**config.mk**
```make
export PLATFORM = sky130hd
export DESIGN_NAME = rr_mux_arbiter
export DESIGN_NICKNAME = d
export VERILOG_FILES = /design/src/rtl/rr_mux_arbiter_pkg.sv /design/src/rtl/rr_mux_arbiter_pick4.sv /design/src/rtl/rr_mux_arbiter.sv
export SDC_FILE = /design/constraint.sdc
export NUM_CORES = 1
export LEC_CHECK = 0
export BUFFER_PORTS_ARGS = -buffer_cell sky130_fd_sc_hd__buf_2
export CAP_MARGIN = 30
export CORE_MARGIN = 10
export CORE_UTILIZATION = 53
export DETAILED_ROUTE_END_ITERATION = 8
export GPL_TIMING_DRIVEN = 1
export PLACE_DENSITY = 0.82
export RECOVER_POWER = 25
export SLEW_MARGIN = 25
export SYNTH_ARGS = -nofsm -noshare
export SYNTH_HDL_FRONTEND = slang
export SYNTH_SLANG_ARGS = --single-unit
```
**constraint.sdc**
```tcl
create_clock -name clk -period 3 [get_ports clk]
set_input_delay 0.15 -clock clk [delete_from_list [all_inputs] [get_ports clk]]
set_output_delay 0.15 -clock clk [all_outputs]
set_load 0.1 [all_outputs]
```
**src/rtl/rr_mux_arbiter_pkg.sv**
```systemverilog
// rtl/rr_mux_arbiter_pkg.sv - shared types and constants for the round-robin mux arbiter
//
// Purpose: FSM state encoding, requester count, select width and a one-hot helper
//          shared by rr_mux_arbiter and rr_pick4.
// Ports:   none (package).

package rr_mux_arbiter_pkg;

  localparam int NREQ  = 4;
  localparam int SEL_W = 2;

  typedef enum logic {
    ST_IDLE  = 1'b0,
    ST_GRANT = 1'b1
  } state_e;

  function automatic logic [NREQ-1:0] onehot4(input logic [SEL_W-1:0] idx);
    logic [NREQ-1:0] v;
    v      = '0;
    v[idx] = 1'b1;
    return v;
  endfunction

endpackage

```
**src/rtl/rr_mux_arbiter_pick4.sv**
```systemverilog
// rtl/rr_mux_arbiter_pick4.sv - combinational rotating first-set-bit finder
//
// Purpose: scans req starting at index start, wrapping 3->0, and reports the
//          first set bit.
// Ports:
//   req   in  [3:0]  request vector
//   start in  [1:0]  index where the scan begins
//   found out        at least one request bit is set
//   idx   out [1:0]  index of the first set bit at or after start (0 when !found)

module rr_pick4
  import rr_mux_arbiter_pkg::*;
(
  input  logic [NREQ-1:0]  req,
  input  logic [SEL_W-1:0] start,
  output logic             found,
  output logic [SEL_W-1:0] idx
);

  always_comb begin
    logic [SEL_W-1:0] w_pos;
    found = 1'b0;
    idx   = '0;
    for (int k = 0; k < NREQ; k++) begin
      // 2-bit add wraps naturally, giving the circular scan order
      w_pos = start + SEL_W'(k);
      if (!found && req[w_pos]) begin
        found = 1'b1;
        idx   = w_pos;
      end
    end
  end

endmodule

```
**src/rtl/rr_mux_arbiter.sv**
```systemverilog
// rtl/rr_mux_arbiter.sv - round-robin arbiter driving a shared 4:1 data mux
//
// Purpose: grants one of four requesters at a time in round-robin order, bounds
//          each grant to HOLD_MAX cycles while others wait, and registers the
//          granted lane to y one cycle after the grant.
// Ports:
//   clk      in                rising-edge clock
//   rst_n    in                asynchronous active-low reset
//   req      in  [3:0]         per-requester request
//   d        in  [4*DATA_W-1:0] data lanes, lane i = d[i*DATA_W +: DATA_W]
//   grant    out [3:0]         registered one-hot grant, zero when idle
//   sel      out [1:0]         registered index of current / last grantee
//   y        out [DATA_W-1:0]  registered copy of the lane granted last cycle
//   y_valid  out               y carries data of an active grant
//   busy     out               FSM is in GRANT

module rr_mux_arbiter
  import rr_mux_arbiter_pkg::*;
#(
  parameter int DATA_W   = 1,
  parameter int HOLD_MAX = 4
) (
  input  logic                     clk,
  input  logic                     rst_n,
  input  logic [NREQ-1:0]          req,
  input  logic [NREQ*DATA_W-1:0]   d,
  output logic [NREQ-1:0]          grant,
  output logic [SEL_W-1:0]         sel,
  output logic [DATA_W-1:0]        y,
  output logic                     y_valid,
  output logic                     busy
);

  localparam logic [3:0] HOLD_C = 4'(HOLD_MAX);

  state_e           r_state, w_state_nxt;
  logic [NREQ-1:0]  r_grant, w_grant_nxt;
  logic [SEL_W-1:0] r_sel,   w_sel_nxt;
  logic [SEL_W-1:0] r_ptr,   w_ptr_nxt;
  logic [3:0]       r_hcnt,  w_hcnt_nxt;
  logic [DATA_W-1:0] r_y;
  logic             r_y_valid;

  logic             w_found;
  logic [SEL_W-1:0] w_idx;
  logic [SEL_W-1:0] w_start;
  logic             w_g_req;
  logic             w_others;
  logic             w_at_max;
  logic             w_release;
  logic [DATA_W-1:0] w_lane;

  // While granted the scan starts just past the current grantee so a forced
  // release can never re-pick it while anyone else is waiting.
  assign w_start   = (r_state == ST_GRANT) ? r_sel + 2'd1 : r_ptr;
  assign w_g_req   = req[r_sel];
  assign w_others  = |(req & ~onehot4(r_sel));
  assign w_at_max  = (r_hcnt == HOLD_C);
  assign w_release = !w_g_req || (w_at_max && w_others);
  assign w_lane    = d[int'(r_sel)*DATA_W +: DATA_W];

  rr_pick4 u_pick (
    .req   (req),
    .start (w_start),
    .found (w_found),
    .idx   (w_idx)
  );

  // state register
  always_ff @(posedge clk or negedge rst_n) begin
    if (!rst_n) begin
      r_state <= ST_IDLE;
    end else begin
      r_state <= w_state_nxt;
    end
  end

  // next-state logic
  always_comb begin
    w_state_nxt = r_state;
    case (r_state)
      ST_IDLE:  if (w_found) w_state_nxt = ST_GRANT;
      ST_GRANT: if (w_release && !w_found) w_state_nxt = ST_IDLE;
      default:  w_state_nxt = ST_IDLE;
    endcase
  end

  // output logic: next values of the grant, select, pointer and hold counter
  always_comb begin
    w_grant_nxt = r_grant;
    w_sel_nxt   = r_sel;
    w_ptr_nxt   = r_ptr;
    w_hcnt_nxt  = r_hcnt;
    case (r_state)
      ST_IDLE: begin
        w_grant_nxt = '0;
        if (w_found) begin
          w_grant_nxt = onehot4(w_idx);
          w_sel_nxt   = w_idx;
          w_hcnt_nxt  = 4'd1;
          w_ptr_nxt   = w_idx + 2'd1;
        end
      end
      ST_GRANT: begin
        if (w_release) begin
          if (w_found) begin
            // back-to-back handover, no idle bubble
            w_grant_nxt = onehot4(w_idx);
            w_sel_nxt   = w_idx;
            w_hcnt_nxt  = 4'd1;
            w_ptr_nxt   = w_idx + 2'd1;
          end else begin
            w_grant_nxt = '0;
            w_hcnt_nxt  = 4'd0;
            w_ptr_nxt   = r_sel + 2'd1;
          end
        end else if (w_at_max) begin
          // nobody else waiting: keep the grant and start a fresh hold window
          w_hcnt_nxt = 4'd1;
        end else if (r_hcnt < HOLD_C) begin
          w_hcnt_nxt = r_hcnt + 4'd1;
        end
      end
      default: begin
        w_grant_nxt = '0;
      end
    endcase
  end

  always_ff @(posedge clk or negedge rst_n) begin
    if (!rst_n) begin
      r_grant   <= '0;
      r_sel     <= '0;
      r_ptr     <= '0;
      r_hcnt    <= '0;
      r_y       <= '0;
      r_y_valid <= 1'b0;
    end else begin
      r_grant   <= w_grant_nxt;
      r_sel     <= w_sel_nxt;
      r_ptr     <= w_ptr_nxt;
      r_hcnt    <= w_hcnt_nxt;
      // data follows the grant that was active during the cycle just ended
      r_y_valid <= |r_grant;
      if (|r_grant) begin
        r_y <= w_lane;
      end
    end
  end

  assign grant   = r_grant;
  assign sel     = r_sel;
  assign y       = r_y;
  assign y_valid = r_y_valid;
  assign busy    = (r_state == ST_GRANT);

endmodule

```
==> results.ini <==
[yosys]
synth_edf_count = 0
netlist_area_um2 = 982
synth_xor_area_frac = 0
synth_top_area_cell = dfrtp_1
synth_top_area_share = 0.382
synth_compound_area_frac = 0.190
synth_fp_nets = 125
synth_common_cells = dfrtp_1, nand2_1, ha_1
synth_seq_area_share = 0.382
synth-seq-cells = 15
avgSynthCellArea_um2 = 9.35
synth_most_common_cell = dfrtp_1
async_reset_ff_frac = 1.00
synth_adder_area_share = 0.127
synth_top_family_by_area = compound AO/OA/AOI/OAI gates
ys.flop_type = dfrtp_1
synth_cell_types = 35
yosysWarnings = 0
netlist_top_cells_area = dfrtp_1, ha_1, nand2_1, o21ai_0, nand2b_1
synth_mux_area_frac = 0.0879
yosys.area_share.simple = 0.164
syn_inst = 105

[worst_setup_path]
crit_slowest_cell = a222oi_1
path_class = flip-flop to flip-flop
crit_family = compound AO/OA/AOI/OAI gates
path_cells = inv_1, ha_1, mux2i_1, o21ai_1, a222oi_1, and2_1, ha_1, a21oi_1, o21ai_0
crit_path_start_kind = flip-flop
worst-path-buf-inv = 1
worstPathRequired_ps = 3160
crit_path_end_kind = flip-flop
crit_path_start = sel[0]$_DFFE_PN0P_
cpPeakStageDelay_ps = 600
r2r_start = sel[0]$_DFFE_PN0P_
cp_max_fo = 9
cp_common_cell = ha_1
cp.arrival_ps = 2920

[global_routing]
grt_pass1_vias = 825
grt_pass1_wl_um = 3640
grt-ovfl-total = 0
grt_max_degree = 16
grt_usage = 0.112
antenna_found_initial = 0

[clock_network]
clock_sinks = 15
post_cts_buffers = 0
numCtsBuffers = 3
htreeDepth = 1
clk_pin_slew_ps = 90
cts_root_buf = clkbuf_4
clock_path_buffers = 2
cts_tree = yes
ctsResizeCount = 0
clk_latency_ps = 280

[floorplanning]
dieArea_um2 = 3980
die_h_um = 63.1
boundaryPins = 19
fp.dieW_um = 63.1
fp.coreArea_um2 = 1750
floorplan.rows = 15
start_util = 0.563

[finish]
num_antenna_cells = 0
design_area_um2 = 1140
drive_gt1_frac = 0.228
nNetsFinal = 148
areaGrowthSynthToFinish_pct = 16.3

[timing]
fin_setup_tns_ps = 0
relSlewSlack = 0.430
fmax_mhz = 362
setup_viol = 0
grt_setup_unrepaired = no
worst_pin_slew_ps = 855
hold_viol_final = 0
skew_ps = 4.53
maxSlewViolCount = 0
fin_crit_sh = 0.921
final.min_clock_period_ps = 2760
fin_hold_ws_ps = 319

[placed_design]
place_area_um2 = 1110
gp_congestion = 0.874
port_buffers = 18
dp_hpwl_um = 1780

[status]
outcome = complete, no violations

[route]
wl_per_cell_um = 14.5
drtIter0Drc = 47
viasPerCell = 5.67
drt_wl_total_um = 2200
vias = 862
dr.pass1.iters = 4
drtAntennaViolNets = 0
remaining_drc_errors = 0

[hold_path]
hold_path.class = primary input to flip-flop
worstHoldStart = req[1]

[run]
drv_cap = 0

==> area by class of cell <==
cell class / count / area, um^2
sequential: 15 / 378
multi-input combinational: 78 / 559
timing repair buffer: 21 / 114
clock buffer: 4 / 26.3
tap: 25 / 31.3
fill: 162 / 603
inverter: 9 / 33.8
==> repair_timing <==
item | 4_1_cts | 5_1_grt
setup endpoints to repair | 0 | 1
hold endpoints to repair | 15 | 0
hold buffers | 1 | 0
==> worst min-delay path, cell delays in order <==
cell and delay (ps):
buf_2 120, nor4_1 100, inv_2 170
==> per-layer routing <==
metal / GRT usage / up-vias / share of wire
met5: 0 / - / 0
met1: 0.120 / 417 / 0.43
met2: 0.192 / 25 / 0.50
li1: - / 416 / -
met3: 0.0477 / 4 / 0.065
met4: 0.0391 / 0 / 0.0095
==> cell families (layout without fill, tap and decap cells) <==
group                      count (synthesis)  in the layout
AOI/OAI and AO/OA                         29             29
adders and majority gates                 10             10
buffers and inverters                     12             34
DFF                                       15             15
muxes                                      7              7
and+or+nand+nor                           32             32
==> through the flow <==
step / setup slack (ps) / cells / utilization
3_5_place_dp: 267 / 147 / 0.634
4_1_cts: 239 / 152 / 0.655
2_1_floorplan: 108 / 105 / -
3_3_place_gp: 456 / 147 / 0.634
6_report: 237 / 152 / 0.654
5_1_grt: 13.7 / 152 / 0.654
==> path summary, 6_finish.rpt <==
path / slack [ps] / end / cells past startpoint
max: 240 / r_ptr[1]$_DFFE_PN0P_ / 9
min reg2reg: 500 / r_hcnt[2]$_DFFE_PN0P_ / 1
min in group asynchronous: 480 / r_ptr[0]$_DFFE_PN0P_ / 2
min: 320 / busy$_DFF_PN0_ / 3
max reg2reg: 240 / r_ptr[1]$_DFFE_PN0P_ / 9
max in group asynchronous: 1930 / sel[1]$_DFFE_PN0P_ / 2
==> flip-flops by register name, indices dropped and copies added, names as in the netlist <==
| signal | flops |
|---|---|
| r_hcnt | 4 |
| r_ptr | 2 |
| busy | 1 |
| sel | 2 |
| grant | 4 |
| y_valid | 1 |
| y | 1 |
==> cell usage in the layout, fill, tap and decap left out, types with 6 or more instances in the layout <==
master / count
inv_1: 8
o21ai_0: 8
nand2_1: 11
nor2_1: 6
buf_2: 17
dfrtp_1: 13
nand2b_1: 6
a21oi_1: 6
ha_1: 10
Power is not shown: default switching activity piles up to over one toggle a cycle in this logic, so the estimate is an artifact.
